`src/rtl/stopwatch_pkg.sv`:
```
// stopwatch_pkg
//   Shared definitions for the stopwatch datapath and the display mux:
//   FSM state encodings, BCD digit limits, a two-digit BCD field type and
//   BCD increment helpers. A field is a tens/ones pair covering 00..59.
package stopwatch_pkg;

    typedef enum logic [1:0] {
        PAUSED = 2'd0,
        RUN    = 2'd1,
        ADJUST = 2'd2
    } sw_state_e;

    localparam logic [3:0] MAX_TENS = 4'd5;
    localparam logic [3:0] MAX_ONES = 4'd9;

    typedef struct packed {
        logic [3:0] tens;
        logic [3:0] ones;
    } bcd2_t;

    // Per-digit BCD increment: ones 9->0 carries into tens, tens 5->0 wraps.
    function automatic bcd2_t bcd_inc(input bcd2_t v);
        bcd2_t r;
        r = v;
        if (v.ones == MAX_ONES) begin
            r.ones = 4'd0;
            r.tens = (v.tens == MAX_TENS) ? 4'd0 : v.tens + 4'd1;
        end else begin
            r.ones = v.ones + 4'd1;
        end
        return r;
    endfunction

    // True at 59, i.e. the next increment wraps and carries out.
    function automatic logic bcd_at_max(input bcd2_t v);
        return (v.tens == MAX_TENS) && (v.ones == MAX_ONES);
    endfunction

endpackage

```
`src/rtl/stopwatch_counter_btn_debounce.sv`:
```
// btn_debounce
//   Conditions one raw pushbutton: 2-flop synchronizer, DB_SAMPLES-deep
//   sample history shifted on each tickf strobe, hysteretic debounced level
//   and a one-cycle press pulse on the debounced rising edge.
//   Ports:
//     CLK_REF    in  system clock
//     CLK_RES_N  in  async active-low reset
//     raw        in  asynchronous button level
//     tickf      in  single-cycle debounce sample strobe
//     press      out one-cycle pulse per debounced press (registered)
module btn_debounce #(
    parameter int DB_SAMPLES = 4
) (
    input  logic CLK_REF,
    input  logic CLK_RES_N,
    input  logic raw,
    input  logic tickf,
    output logic press
);

    logic [1:0]            sync;
    logic [DB_SAMPLES-1:0] hist;
    logic                  level;

    always_ff @(posedge CLK_REF or negedge CLK_RES_N) begin
        if (!CLK_RES_N) begin
            sync  <= '0;
            hist  <= '0;
            level <= 1'b0;
            press <= 1'b0;
        end else begin
            sync <= {sync[0], raw};
            if (tickf)
                hist <= {hist[DB_SAMPLES-2:0], sync[1]};
            // Mixed history keeps the previous level (hysteresis).
            if (&hist)
                level <= 1'b1;
            else if (~|hist)
                level <= 1'b0;
            // Fires on the same edge the level rises; release emits nothing.
            press <= (&hist) & ~level;
        end
    end

endmodule

```
`src/rtl/stopwatch_counter.sv`:
```
// stopwatch_counter
//   MM:SS time-keeping core. Divider levels are edge-detected into tick
//   pulses, buttons are debounced, switches synchronized. A PAUSED/RUN/ADJUST
//   FSM steps the BCD fields on tick1 (run) or tick2 (adjust).
//   Ports:
//     CLK_REF, CLK_RES_N          clock, async active-low reset
//     CLK_1HZ, CLK_2HZ, CLK_FAST  divider levels (count, adjust/blink, debounce)
//     BTN_PAUSE, BTN_RESET        raw buttons (run/pause toggle, clear)
//     SW_ADJ, SW_SEL              raw switches (adjust mode, 0=min/1=sec)
//     MIN_*/SEC_*                 BCD digits
//     BLANK_MIN, BLANK_SEC        field blank flags for the display
//     RUNNING                     1 while in RUN
module stopwatch_counter
    import stopwatch_pkg::*;
#(
    parameter int DB_SAMPLES = 4
) (
    input  logic       CLK_REF,
    input  logic       CLK_RES_N,
    input  logic       CLK_1HZ,
    input  logic       CLK_2HZ,
    input  logic       CLK_FAST,
    input  logic       BTN_PAUSE,
    input  logic       BTN_RESET,
    input  logic       SW_ADJ,
    input  logic       SW_SEL,
    output logic [3:0] MIN_TENS,
    output logic [3:0] MIN_ONES,
    output logic [3:0] SEC_TENS,
    output logic [3:0] SEC_ONES,
    output logic       BLANK_MIN,
    output logic       BLANK_SEC,
    output logic       RUNNING
);

    logic       h1, h2, hf;        // divider level history
    logic       rise1, rise2;      // first edge-detect stage
    logic       tick1, tick2, tickf;
    logic [1:0] adj_sync, sel_sync;
    logic       sw_adj, sw_sel;
    logic       pause_press, rst_press;

    sw_state_e  state_q, state_d;
    logic       blink_q, blink_d;
    bcd2_t      min_q, min_d, sec_q, sec_d;

    // tick1/tick2 take two stages so a digit lands two cycles after the
    // first edge that samples the divider high; tickf only needs one.
    always_ff @(posedge CLK_REF or negedge CLK_RES_N) begin
        if (!CLK_RES_N) begin
            {h1, h2, hf}          <= '0;
            {rise1, rise2}        <= '0;
            {tick1, tick2, tickf} <= '0;
            adj_sync              <= '0;
            sel_sync              <= '0;
        end else begin
            h1       <= CLK_1HZ;
            h2       <= CLK_2HZ;
            hf       <= CLK_FAST;
            rise1    <= CLK_1HZ & ~h1;
            rise2    <= CLK_2HZ & ~h2;
            tick1    <= rise1;
            tick2    <= rise2;
            tickf    <= CLK_FAST & ~hf;
            adj_sync <= {adj_sync[0], SW_ADJ};
            sel_sync <= {sel_sync[0], SW_SEL};
        end
    end

    assign sw_adj = adj_sync[1];
    assign sw_sel = sel_sync[1];

    btn_debounce #(.DB_SAMPLES(DB_SAMPLES)) u_db_pause (
        .CLK_REF   (CLK_REF),
        .CLK_RES_N (CLK_RES_N),
        .raw       (BTN_PAUSE),
        .tickf     (tickf),
        .press     (pause_press)
    );

    btn_debounce #(.DB_SAMPLES(DB_SAMPLES)) u_db_reset (
        .CLK_REF   (CLK_REF),
        .CLK_RES_N (CLK_RES_N),
        .raw       (BTN_RESET),
        .tickf     (tickf),
        .press     (rst_press)
    );

    // Ticks are judged against the current state, so a tick coinciding
    // with a mode change still acts in the old mode.
    always_comb begin
        state_d = state_q;
        blink_d = blink_q ^ tick2;
        sec_d   = sec_q;
        min_d   = min_q;

        if (sw_adj) begin
            state_d = ADJUST;
        end else begin
            case (state_q)
                PAUSED:  if (pause_press) state_d = RUN;
                RUN:     if (pause_press) state_d = PAUSED;
                default: state_d = PAUSED;
            endcase
        end

        if (rst_press) begin
            sec_d = '0;
            min_d = '0;
        end else if (state_q == RUN && tick1) begin
            sec_d = bcd_inc(sec_q);
            if (bcd_at_max(sec_q))
                min_d = bcd_inc(min_q);
        end else if (state_q == ADJUST && tick2) begin
            if (sw_sel)
                sec_d = bcd_inc(sec_q);
            else
                min_d = bcd_inc(min_q);
        end
    end

    always_ff @(posedge CLK_REF or negedge CLK_RES_N) begin
        if (!CLK_RES_N) begin
            state_q   <= PAUSED;
            blink_q   <= 1'b0;
            sec_q     <= '0;
            min_q     <= '0;
            RUNNING   <= 1'b0;
            BLANK_MIN <= 1'b0;
            BLANK_SEC <= 1'b0;
        end else begin
            state_q   <= state_d;
            blink_q   <= blink_d;
            sec_q     <= sec_d;
            min_q     <= min_d;
            RUNNING   <= (state_d == RUN);
            BLANK_MIN <= (state_d == ADJUST) & ~sw_sel & blink_d;
            BLANK_SEC <= (state_d == ADJUST) &  sw_sel & blink_d;
        end
    end

    assign MIN_TENS = min_q.tens;
    assign MIN_ONES = min_q.ones;
    assign SEC_TENS = sec_q.tens;
    assign SEC_ONES = sec_q.ones;

endmodule

```
`config.mk`:
```
export PLATFORM = sky130hd
export DESIGN_NAME = stopwatch_counter
export DESIGN_NICKNAME = d
export VERILOG_FILES = /design/src/rtl/stopwatch_pkg.sv /design/src/rtl/stopwatch_counter_btn_debounce.sv /design/src/rtl/stopwatch_counter.sv
export SDC_FILE = /design/constraint.sdc
export NUM_CORES = 1
export LEC_CHECK = 0
export CORE_UTILIZATION = 48
export DETAILED_ROUTE_END_ITERATION = 8
export PLACE_DENSITY_LB_ADDON = 0.2
export SYNTH_ARGS = -nofsm -noshare
export SYNTH_HDL_FRONTEND = slang
export SYNTH_SLANG_ARGS = --single-unit
```
`constraint.sdc`:
```
create_clock -name CLK_REF -period 1.8 [get_ports CLK_REF]
set_input_delay 0.36 -clock CLK_REF [delete_from_list [all_inputs] [get_ports CLK_REF]]
set_output_delay 0.36 -clock CLK_REF [all_outputs]
set_load 0.005 [all_outputs]
```
==> run_results.csv <==
group,metric,value,unit
outcome,status,"finished clean",
logic_synthesis,yosysWarningCount,0,
floorplanning,top_level_ports,28,
routing,wirelength,3680,um
floorplanning,floorplan.initialDensity,50.6,%
timing,setup_viol,0,
critical_path,r2r_slack,0.08,ns
clocking,htree_levels,2,
layout,final_common_cell,"dfrtp_1",
clocking,cts_tree,"done",
global_routing,grt_pass1_wl,5840,um
timing,finalCritPeriodShare,95.4,%
clocking,clkTransAtPathRegs,0.09,ns
critical_path,critPathKind,"reg -> reg",
timing,whs,0.138,ns
floorplanning,dieHeight,67.4,um
logic_synthesis,syn_area,0.00205,mm2
clocking,clk_latency,0.30,ns
place,globalplace.congestion,0.833,
job,maxCapViolCount,0,
global_routing,first_global_vias,1345,
clocking,holdBufCountCts,0,
routing,antenna_left,0,
layout,area.growth.synth_to_final,25.3,%
timing,skew,0.00578,ns
timing,min_period,1.72,ns
floorplanning,die-width,67.4,um
layout,antenna_cells,0,
timing,max_slew_margin,57.3,%
timing,max_freq,0.582,GHz
logic_synthesis,synth.distinct_cells,35,
clocking,root_buffer,"clkbuf_8",
timing,finalHoldViolations,0,
layout,layout_common_cells,"dfrtp_1 (50), clkdlybuf4s50_1 (26), a21oi_1 (16)",
worst_hold_path,hp-class,"in -> async",
power_and_ir_drop,cellLeakagePower,1.11,nW
place,dpl_worst_slack,0.0309,ns
power_and_ir_drop,netSwitchingFraction,27.1,%
global_routing,antenna_found_initial,0,
routing,drt_iter0_markers,55,
power_and_ir_drop,power.density,1100,mW/mm2
layout,multiInputGateArea,785,um2
timing,drv_slew,0,
layout,nets,223,
global_routing,grt_max_degree,51,
layout,fillers,314,
layout,drive_above_1_share,18.2,%
timing,grt_setup_unrepaired,"true",
power_and_ir_drop,p_int,2.06,mW
critical_path,required,2.03,ns
critical_path,critPathLaunchType,"flip-flop",
logic_synthesis,syn_area_per_cell,12.2,um2
place,hpwl,2440,um
timing,setup_ws,0.0821,ns
logic_synthesis,synthCells,169,
critical_path,crit_fanout,6,
global_routing,overflow,0,
routing,dr.pass1.iters,6,
clocking,cts_buffers,5,
power_and_ir_drop,power_frac_seq,51.2,%
floorplanning,rows,23,
global_routing,grt_usage,18.0,%
logic_synthesis,syn-num-nets,184,
logic_synthesis,synth_edf_count,0,
logic_synthesis,ys_async_sr_fraction,100,%
place,io_buffer_count,27,
routing,vias,1404,
power_and_ir_drop,comb_power_share,20.9,%
clocking,clkSinkCount,50,
routing,drt-wirelength-per-cell,14.2,um
power_and_ir_drop,switchingPower,0.765,mW
floorplanning,die_area,0.00455,mm2
clocking,clock_path_buffers,2,
logic_synthesis,synth-seq-cells,50,
logic_synthesis,ys_seq_area_share,60.9,%
floorplanning,core_region_area,0.00406,mm2
power_and_ir_drop,vdd_drop_max,0.000670,V
timing,fin_tns_setup,0,ns
layout,register_area,0.00125,mm2
critical_path,cp.arrival,1.95,ns
power_and_ir_drop,pwr-share-clk,27.9,%
critical_path,end_kind,"flip-flop",
layout,final_util,63.4,%
logic_synthesis,synth_top_flop_cell,"dfrtp_1",
timing,worst_slew_pin_slew,0.640,ns
routing,drc,0,
routing,routed_via_density,5.42,
-- power groups by stage --
stage                     Combinational (mW)  Clock, mW  Sequential, mW
after global routing                   0.659      0.849            1.48
after floorplan                        0.265          0            1.45
after global placement                 0.563          0            1.45
after detailed placement               0.592          0            1.47
final                                  0.591      0.788            1.45
after CTS                              0.600      0.806            1.45
-- through the flow --
step,std cells,cell area [um2],power [mW]
after floorplan,169,2050,1.72
after global placement,247,2400,2.02
after detailed placement,247,2400,2.06
after CTS,255,2520,2.85
after global routing,259,2570,2.99
final,259,2570,2.83
-- layout make-up --
| cell class | instances | share of cell area [%] |
|---|---|---|
| clock buffers | 5 | 2.67 |
| clock inverters | 3 | 1.70 |
| inverters | 8 | 1.17 |
| multi-input cells | 107 | 30.5 |
| flip-flops and latches | 50 | 48.6 |
| well taps | 50 | 2.43 |
| repair buffers | 36 | 12.9 |
-- cells in the mapped netlist, drive strengths merged, types with 2 or more instances --
library cell | count | share of area, %
nand2 | 4 | 0.73
and4bb | 2 | 1.2
nor3b | 2 | 0.73
a211oi | 3 | 1.1
inv | 8 | 1.5
buf | 2 | 0.55
dfrtp | 50 | 61
nand3 | 4 | 0.97
nor2b | 3 | 0.91
ha | 6 | 3.7
a21oi | 19 | 4.6
and3 | 2 | 0.61
xor2 | 2 | 0.85
nor2 | 10 | 1.8
o21ai | 9 | 2.2
or3 | 5 | 1.5
or4 | 4 | 1.5
nor3 | 2 | 0.49
xnor2 | 3 | 1.3
and3b | 3 | 1.4
mux2i | 2 | 0.97
clkbuf | 3 | 0.55
and2 | 2 | 0.61
mux2 | 8 | 4.4
nand3b | 3 | 1.1
-- routing by layer --
metal	part of all wire [%]	global-route usage, %	vias up
li1	-	-	679
met1	43	20.8	687
met2	51	30.1	30
met3	3.3	6.08	8
met4	1.8	8.24	0
met5	0	0	-
-- repair_timing --
| item | in CTS | in global routing |
|---|---|---|
| gates resized for setup | 0 | 6 |
| endpoints found under the setup margin | 0 | 6 |
| setup buffers | 0 | 3 |
-- path summary, 6_finish.rpt --
check,to,from,cells past startpoint
min in group CLK_REF,sel_sync[1],sel_sync[0],0
worst max register to register,MIN_TENS[1],SEC_ONES[1],6
worst min register to register,sel_sync[1],sel_sync[0],0
max in group asynchronous,sel_sync[0],CLK_RES_N,2
worst max-delay path,MIN_TENS[1],SEC_ONES[1],6
worst min-delay path,MIN_ONES[3],CLK_RES_N,2
-- critical path: stages (launching register included) --
cell and delay [ns]:
dfrtp_1 0.38, inv_1 0.06, ha_1 0.15, and3b_2 0.27, a31oi_4 0.13, or4_1 0.52
a21oi_1 0.14
-- cells by family after synthesis --
logic type / after synthesis / share of synthesized area [%]
AOI/OAI and AO/OA: 34 / 9.68
xor gates and xnor gates: 5 / 2.13
adders and majority gates: 6 / 3.65
muxes: 10 / 5.36
and+or+nand+nor: 51 / 15.7
DFF: 50 / 60.9
buffers and inverters: 13 / 2.56
-- state kept, by name, summed over array words and instances (netlist names), 2 cells and up --
| name | cells |
|---|---|
| u_db_reset.sync | 2 |
| MIN_TENS | 4 |
| SEC_ONES | 4 |
| u_db_pause.sync | 2 |
| state_q | 2 |
| adj_sync | 2 |
| sel_sync | 2 |
| u_db_pause.hist | 4 |
| SEC_TENS | 4 |
| u_db_reset.hist | 4 |
| MIN_ONES | 4 |
Power figures use the tool's default switching activity.
